<file path="src/rtl/framebuffer_fill_controller.sv">
// Rectangle fill engine: one pixel write per free bus cycle, first write the cycle after start, optional vsync-timed frame swap.
// Backpressure: core_request stalls the engine with counters held; register writes to geometry are dropped while busy.
module framebuffer_fill_controller #(
    parameter logic [31:0] FB0_BASE       = 32'hFF00_0000,
    parameter logic [31:0] FB1_BASE       = 32'hFF10_0000,
    parameter logic [31:0] FRAME_SEL_ADDR = 32'hFF20_0604
) (
    input  logic        clock_core,
    input  logic        reset,
    input  logic        cfg_write,
    input  logic [2:0]  cfg_addr,
    input  logic [31:0] cfg_write_data,
    output logic [31:0] cfg_read_data,
    input  logic        core_request,
    input  logic        vsync,
    output logic [31:0] bus_address,
    output logic [31:0] bus_write_data,
    output logic [2:0]  bus_format,
    output logic        bus_write_enable,
    output logic        busy,
    output logic        done
);

    typedef enum logic [1:0] {
        ST_IDLE,
        ST_FILL,
        ST_WAIT_VSYNC,
        ST_SWAP
    } state_t;

    state_t      r_state;
    state_t      w_next_state;

    logic [8:0]  r_x0;
    logic [7:0]  r_y0;
    logic [8:0]  r_width;
    logic [7:0]  r_height;
    logic [7:0]  r_color;
    logic        r_frame;
    logic        r_swap_after;
    logic        r_done;
    logic [8:0]  r_x;
    logic [7:0]  r_y;

    logic        w_ctrl_wr;
    logic        w_start;
    logic        w_abort;
    logic [9:0]  w_x_sum;
    logic [9:0]  w_y_sum;
    logic [9:0]  w_x_end;
    logic [9:0]  w_y_end;
    logic        w_empty;
    logic        w_x_last;
    logic        w_y_last;
    logic        w_pix_wr;
    logic        w_last_pix;
    logic        w_finish;
    logic [31:0] w_pix_offset;
    logic [31:0] w_fb_base;
    logic        w_unused;

    assign w_ctrl_wr = cfg_write && (cfg_addr == 3'd0);
    assign w_start   = w_ctrl_wr && cfg_write_data[0];
    assign w_abort   = w_ctrl_wr && cfg_write_data[3];
    assign w_unused  = ^cfg_write_data[31:9];

    // Geometry registers cannot change while busy, so the clip window is derived from them directly.
    assign w_x_sum  = {1'b0, r_x0} + {1'b0, r_width};
    assign w_y_sum  = {2'b0, r_y0} + {2'b0, r_height};
    assign w_x_end  = (w_x_sum > 10'd320) ? 10'd320 : w_x_sum;
    assign w_y_end  = (w_y_sum > 10'd240) ? 10'd240 : w_y_sum;
    assign w_empty  = ({1'b0, r_x0} >= w_x_end) || ({2'b0, r_y0} >= w_y_end);
    assign w_x_last = (({1'b0, r_x} + 10'd1) == w_x_end);
    assign w_y_last = (({2'b0, r_y} + 10'd1) == w_y_end);

    assign w_pix_wr     = (r_state == ST_FILL) && !core_request && !w_empty;
    assign w_last_pix   = w_pix_wr && w_x_last && w_y_last;
    assign w_pix_offset = ({24'b0, r_y} << 8) + ({24'b0, r_y} << 6) + {23'b0, r_x};
    assign w_fb_base    = r_frame ? FB1_BASE : FB0_BASE;

    assign busy = (r_state != ST_IDLE);
    assign done = r_done;

    always_comb begin
        w_next_state     = r_state;
        w_finish         = 1'b0;
        bus_write_enable = 1'b0;
        bus_address      = 32'h0;
        bus_write_data   = 32'h0;
        bus_format       = 3'b000;
        case (r_state)
            ST_IDLE: begin
                if (w_start && !w_abort) begin
                    w_next_state = ST_FILL;
                end
            end
            ST_FILL: begin
                if (w_pix_wr) begin
                    bus_write_enable = 1'b1;
                    bus_address      = w_fb_base + w_pix_offset;
                    bus_write_data   = {24'h0, r_color};
                end
                if (w_empty || w_last_pix) begin
                    if (r_swap_after) begin
                        w_next_state = ST_WAIT_VSYNC;
                    end else begin
                        w_next_state = ST_IDLE;
                        w_finish     = 1'b1;
                    end
                end
            end
            ST_WAIT_VSYNC: begin
                if (vsync) begin
                    w_next_state = ST_SWAP;
                end
            end
            ST_SWAP: begin
                if (!core_request) begin
                    bus_write_enable = 1'b1;
                    bus_address      = FRAME_SEL_ADDR;
                    bus_write_data   = {31'b0, r_frame};
                    bus_format       = 3'b010;
                    w_next_state     = ST_IDLE;
                    w_finish         = 1'b1;
                end
            end
            default: begin
                w_next_state = ST_IDLE;
            end
        endcase
        if ((r_state != ST_IDLE) && w_abort) begin
            w_next_state = ST_IDLE;
        end
    end

    always_ff @(posedge clock_core) begin
        if (!reset) begin
            r_state      <= ST_IDLE;
            r_x0         <= 9'd0;
            r_y0         <= 8'd0;
            r_width      <= 9'd0;
            r_height     <= 8'd0;
            r_color      <= 8'd0;
            r_frame      <= 1'b0;
            r_swap_after <= 1'b0;
            r_done       <= 1'b0;
            r_x          <= 9'd0;
            r_y          <= 8'd0;
        end else begin
            r_state <= w_next_state;
            if (cfg_write && (r_state == ST_IDLE)) begin
                case (cfg_addr)
                    3'd1:    r_x0     <= cfg_write_data[8:0];
                    3'd2:    r_y0     <= cfg_write_data[7:0];
                    3'd3:    r_width  <= cfg_write_data[8:0];
                    3'd4:    r_height <= cfg_write_data[7:0];
                    3'd5:    r_color  <= cfg_write_data[7:0];
                    default: ;
                endcase
            end
            if ((r_state == ST_IDLE) && w_start && !w_abort) begin
                r_frame      <= cfg_write_data[1];
                r_swap_after <= cfg_write_data[2];
                r_done       <= 1'b0;
                r_x          <= r_x0;
                r_y          <= r_y0;
            end else if (w_finish && !w_abort) begin
                r_done <= 1'b1;
            end
            // Raster advance only on an actual write so stalls never skip or repeat a pixel.
            if (w_pix_wr && !w_abort) begin
                if (w_x_last) begin
                    r_x <= r_x0;
                    r_y <= r_y + 8'd1;
                end else begin
                    r_x <= r_x + 9'd1;
                end
            end
        end
    end

    always_comb begin
        cfg_read_data = 32'h0;
        case (cfg_addr)
            3'd0:    cfg_read_data = {29'b0, r_swap_after, r_frame, 1'b0};
            3'd1:    cfg_read_data = {23'b0, r_x0};
            3'd2:    cfg_read_data = {24'b0, r_y0};
            3'd3:    cfg_read_data = {23'b0, r_width};
            3'd4:    cfg_read_data = {24'b0, r_height};
            3'd5:    cfg_read_data = {24'b0, r_color};
            3'd6:    cfg_read_data = {30'b0, r_done, busy};
            default: cfg_read_data = 32'h0;
        endcase
    end

endmodule

</file>
<file path="config.mk">
export PLATFORM = sky130hd
export DESIGN_NAME = framebuffer_fill_controller
export DESIGN_NICKNAME = d
export VERILOG_FILES = /design/src/rtl/framebuffer_fill_controller.sv
export SDC_FILE = /design/constraint.sdc
export NUM_CORES = 1
export LEC_CHECK = 0
export ABC_AREA = 0
export ABC_CLOCK_PERIOD_IN_PS = 11000
export BUFFER_PORTS_ARGS = -buffer_cell sky130_fd_sc_hd__buf_2
export CORE_ASPECT_RATIO = 0.75
export CORE_MARGIN = 2
export CORE_UTILIZATION = 60
export CTS_CLUSTER_DIAMETER = 100
export DETAILED_ROUTE_END_ITERATION = 10
export PLACE_DENSITY_LB_ADDON = 0.08
export SYNTH_ARGS = -nofsm -noshare
export SYNTH_HDL_FRONTEND = slang
export SYNTH_SLANG_ARGS = --single-unit
</file>
<file path="constraint.sdc">
create_clock -name clock_core -period 11 [get_ports clock_core]
set_clock_uncertainty 0.1 [all_clocks]
set_input_delay 1.65 -clock clock_core [delete_from_list [all_inputs] [get_ports clock_core]]
set_output_delay 1.65 -clock clock_core [all_outputs]
set_load 0.1 [all_outputs]
</file>
==> flow_summary.json <==
{
  "status": "completed",
  "multi_input_area_um2": 4450,
  "hold_buffers": 0,
  "clk_pin_slew_ns": 0.06,
  "critPathLaunchType": "flip-flop",
  "grt_overflow_total": 0,
  "combPwrFrac_pct": 22.8,
  "initial_core_util_pct": 61.0,
  "fin_nets": 909,
  "p_sw_share_pct": 34.2,
  "netlist_top_cells_count": "nor2_1 (96), dfxtp_1 (64), buf_4 (63)",
  "synth.distinct_cells": 80,
  "slew_headroom_pct": 21.6,
  "leakage_nw": 3.16,
  "criticalPathCategory": "reg2out",
  "register_area_um2": 1280,
  "ir_worst_vdd_mv": 0.0870,
  "postSynthCellCount": 778,
  "crit_buf_inv": 3,
  "synth_warnings": 0,
  "met3_usage_pct": 6.90,
  "firstDrtPassIters": 5,
  "ys_seq_area_share_pct": 20.6,
  "use_met2_pct": 46.5,
  "die_h_um": 92.3,
  "synth.top_cell.area_share_pct": 20.6,
  "ys_ff_latch": 64,
  "cts_made_buffers": 9,
  "area_delta_synth_final_pct": 7.47,
  "fin_util_pct": 65.6,
  "maxCapViolCount": 0,
  "busiest_layer": "met2",
  "internal_power_w": 0.000496,
  "power_density_nw_per_um2": 113,
  "synth_area_per_cell_um2": 8.01,
  "first_global_vias": 5202,
  "design_area_um2": 6700,
  "core_um2": 10200,
  "ant_nets": 0,
  "cts-resized-gates": 0,
  "drive_above_1_share_pct": 13.6,
  "critical_path.max_stage_delay_ns": 0.71,
  "drtIter0Drc": 398,
  "synth_most_common_cell": "nor2_1",
  "grtUsageTotal_pct": 30.2,
  "reg2reg_slack_ns": 5.27,
  "r2r_start": "r_y0[0]",
  "rsz0062_at_grt": "false",
  "use_met1_pct": 42.5,
  "grt_start_max_net_pins": 58,
  "fin_tns_setup_ns": 0,
  "reg2reg_to": "r_y[6]",
  "grt_pass1_wl_um": 26400,
  "worst_ep_arrival_time_ns": 5.16,
  "clock-root-buffer": "clkbuf_16",
  "r2r_cells": 19,
  "clkPwrFrac_pct": 45.1,
  "hold_start": "r_frame",
  "cp_num_cells": 18,
  "clk_path_buf_depth": 2,
  "report.final.setup_viol": 0,
  "crit_required_ns": 9.25,
  "ios": 142,
  "period_needed_ns": 6.91,
  "hold_class": "reg2reg",
  "worstMarginPinSlew_ns": 1.17,
  "n_antenna_cell": 0,
  "avgRoutedWirePerCell_um": 17.7,
  "drc": 0,
  "htree_levels": 3,
  "whs_path_depth": 2,
  "synth_ff_type": "dfxtp_1",
  "synth_edf_count": 0,
  "globalplace.congestion": 0.943,
  "cts_tree": "done",
  "fp.dieW_um": 122,
  "cp_slowest_cell": "o311ai_1",
  "path_delay_family": "compound AO/OA/AOI/OAI gates",
  "wl_um": 16900,
  "nFillCells": 878,
  "p_sw_w": 0.000258,
  "hold_viol": 0,
  "synth_top_area_cell": "dfxtp_1",
  "portBuffers": 64,
  "vias_per_cell": 6.06,
  "ys_async_sr_fraction_pct": 0,
  "max_freq_mhz": 145,
  "vias": 5795,
  "die-area_um2": 11200,
  "dpl_cell_area_um2": 6340,
  "netlist_top_cells_area": "dfxtp_1 (21%), ha_1 (9.8%), mux2i_1 (9.2%), buf_4 (7.6%), nor2_1 (5.8%)",
  "crit_fanout": 16,
  "finalCritPeriodShare_pct": 62.8,
  "startpoint": "r_y0[0]",
  "power_w": 0.000754,
  "insertion_delay_ns": 0.34,
  "endpoint_kind": "primary output",
  "cts.sinks": 64,
  "cp_cell_sequence": "ha_1 > inv_1 > fa_1 > nand2b_1 > a21o_1 > o311ai_1 > a41oi_1 > nand2_1 > ha_1 > a21o_1 > nand3_1 > a21oi_1 > nor3_1 > and2_1 > o211ai_1 > buf_4 > nand2_1 > buf_2",
  "p_seq_share_pct": 32.1,
  "min_to": "r_frame",
  "hpwl_um": 12900,
  "cts_setup_buffers": 0,
  "rows": 32,
  "antenna_found_initial": 0,
  "syn_area_um2": 6230,
  "finalMaxSlewViolations": 0
}
## power by group through the flow
| stage | clock (W) | sequential [W] | combinational (W) |
|---|---|---|---|
| 6_report | 0.000340 | 0.000242 | 0.000172 |
| 5_1_grt | 0.000355 | 0.000242 | 0.000181 |
| 4_1_cts | 0.000343 | 0.000242 | 0.000170 |
| 3_5_place_dp | 0 | 0.000247 | 0.000170 |
| 3_3_place_gp | 0 | 0.000246 | 0.000167 |
| 2_1_floorplan | 0 | 0.000245 | 0.000163 |
## stage by stage
| stage | cells | setup WS [ns] | hold slack [ns] |
|---|---|---|---|
| 3_5_place_dp | 941 | 4.51 | 0.392 |
| 6_report | 957 | 4.09 | 0.405 |
| 2_1_floorplan | 831 | 3.63 | 0.356 |
| 3_3_place_gp | 941 | 4.59 | 0.388 |
| 5_1_grt | 957 | 3.66 | 0.435 |
| 4_1_cts | 957 | 4.14 | 0.401 |
## flip-flops by register name, summed over array words and instances, names as in the netlist, named ones only
| signal | count |
|---|---|
| done | 1 |
| r_color | 8 |
| r_frame | 1 |
| r_height | 8 |
| r_state | 1 |
| r_swap_after | 1 |
| r_width | 9 |
| r_x | 9 |
| r_x0 | 9 |
| r_y | 8 |
| r_y0 | 8 |
## cell families after synthesis
| logic type | share of synthesized area, % |
|---|---|
| xor+xnor | 4.08 |
| compound gates | 20.6 |
| mux | 11.7 |
| fa+ha+maj | 11.1 |
| other cells | 0.0602 |
| buf+inv | 11.2 |
| flops | 20.6 |
| simple gates | 20.7 |
## worst reg2reg max path, delay by kind of cell, from the launching register on
kind	cells	cell delay, ns
compound gates	7	2.07
simple gates	7	1.75
mux	1	0.40
fa+ha+maj	3	0.87
buf+inv	1	0.06
flops	1	0.42
## cell type report
class                           instances  area share, %
Clock inverter                          6           1.72
Timing Repair Buffer                   66           5.01
Tap cell                              136           2.54
Inverter                               28           1.61
Sequential cell                        64           19.1
Multi-Input combinational cell        647           66.4
Clock buffer                           10           3.57
## worst max-delay path by stage
stage,to,slack [ns]
5_1_grt,bus_address[26],3.66
6_report,bus_write_enable,4.09
3_5_place_dp,bus_address[29],4.51
4_1_cts,bus_address[29],4.14
3_3_place_gp,bus_address[31],4.59
2_1_floorplan,bus_address[10],3.63
## metal layers
| layer | routed length [um] | vias up |
|---|---|---|
| met4 | 256 | 0 |
| met1 | 8010 | 2753 |
| met3 | 1410 | 27 |
| met5 | 0 | - |
| li1 | - | 2779 |
| met2 | 7220 | 236 |
## cells in the final DEF (no fill, tap or decap), drive strengths merged, types with 7 or more instances in the layout
master / Yosys / final
xnor2: 20 / 20
and2: 15 / 15
nor4: 9 / 9
nor2: 96 / 96
nor2b: 14 / 14
inv: 28 / 28
nand2b: 9 / 9
buf: 67 / 66
a21o: 10 / 10
clkbuf: 25 / 10
o21a: 9 / 9
xor2: 9 / 9
nor3: 8 / 8
mux2i: 57 / 57
a22oi: 9 / 9
dfxtp: 64 / 64
nand3: 29 / 29
a211oi: 7 / 7
and3: 7 / 7
conb: 1 / 54
mux2: 10 / 10
o21ai: 20 / 20
ha: 49 / 49
nand2: 51 / 51
nand4: 7 / 7
a21oi: 50 / 50
No activity file was read; power rests on OpenSTA's default activity.
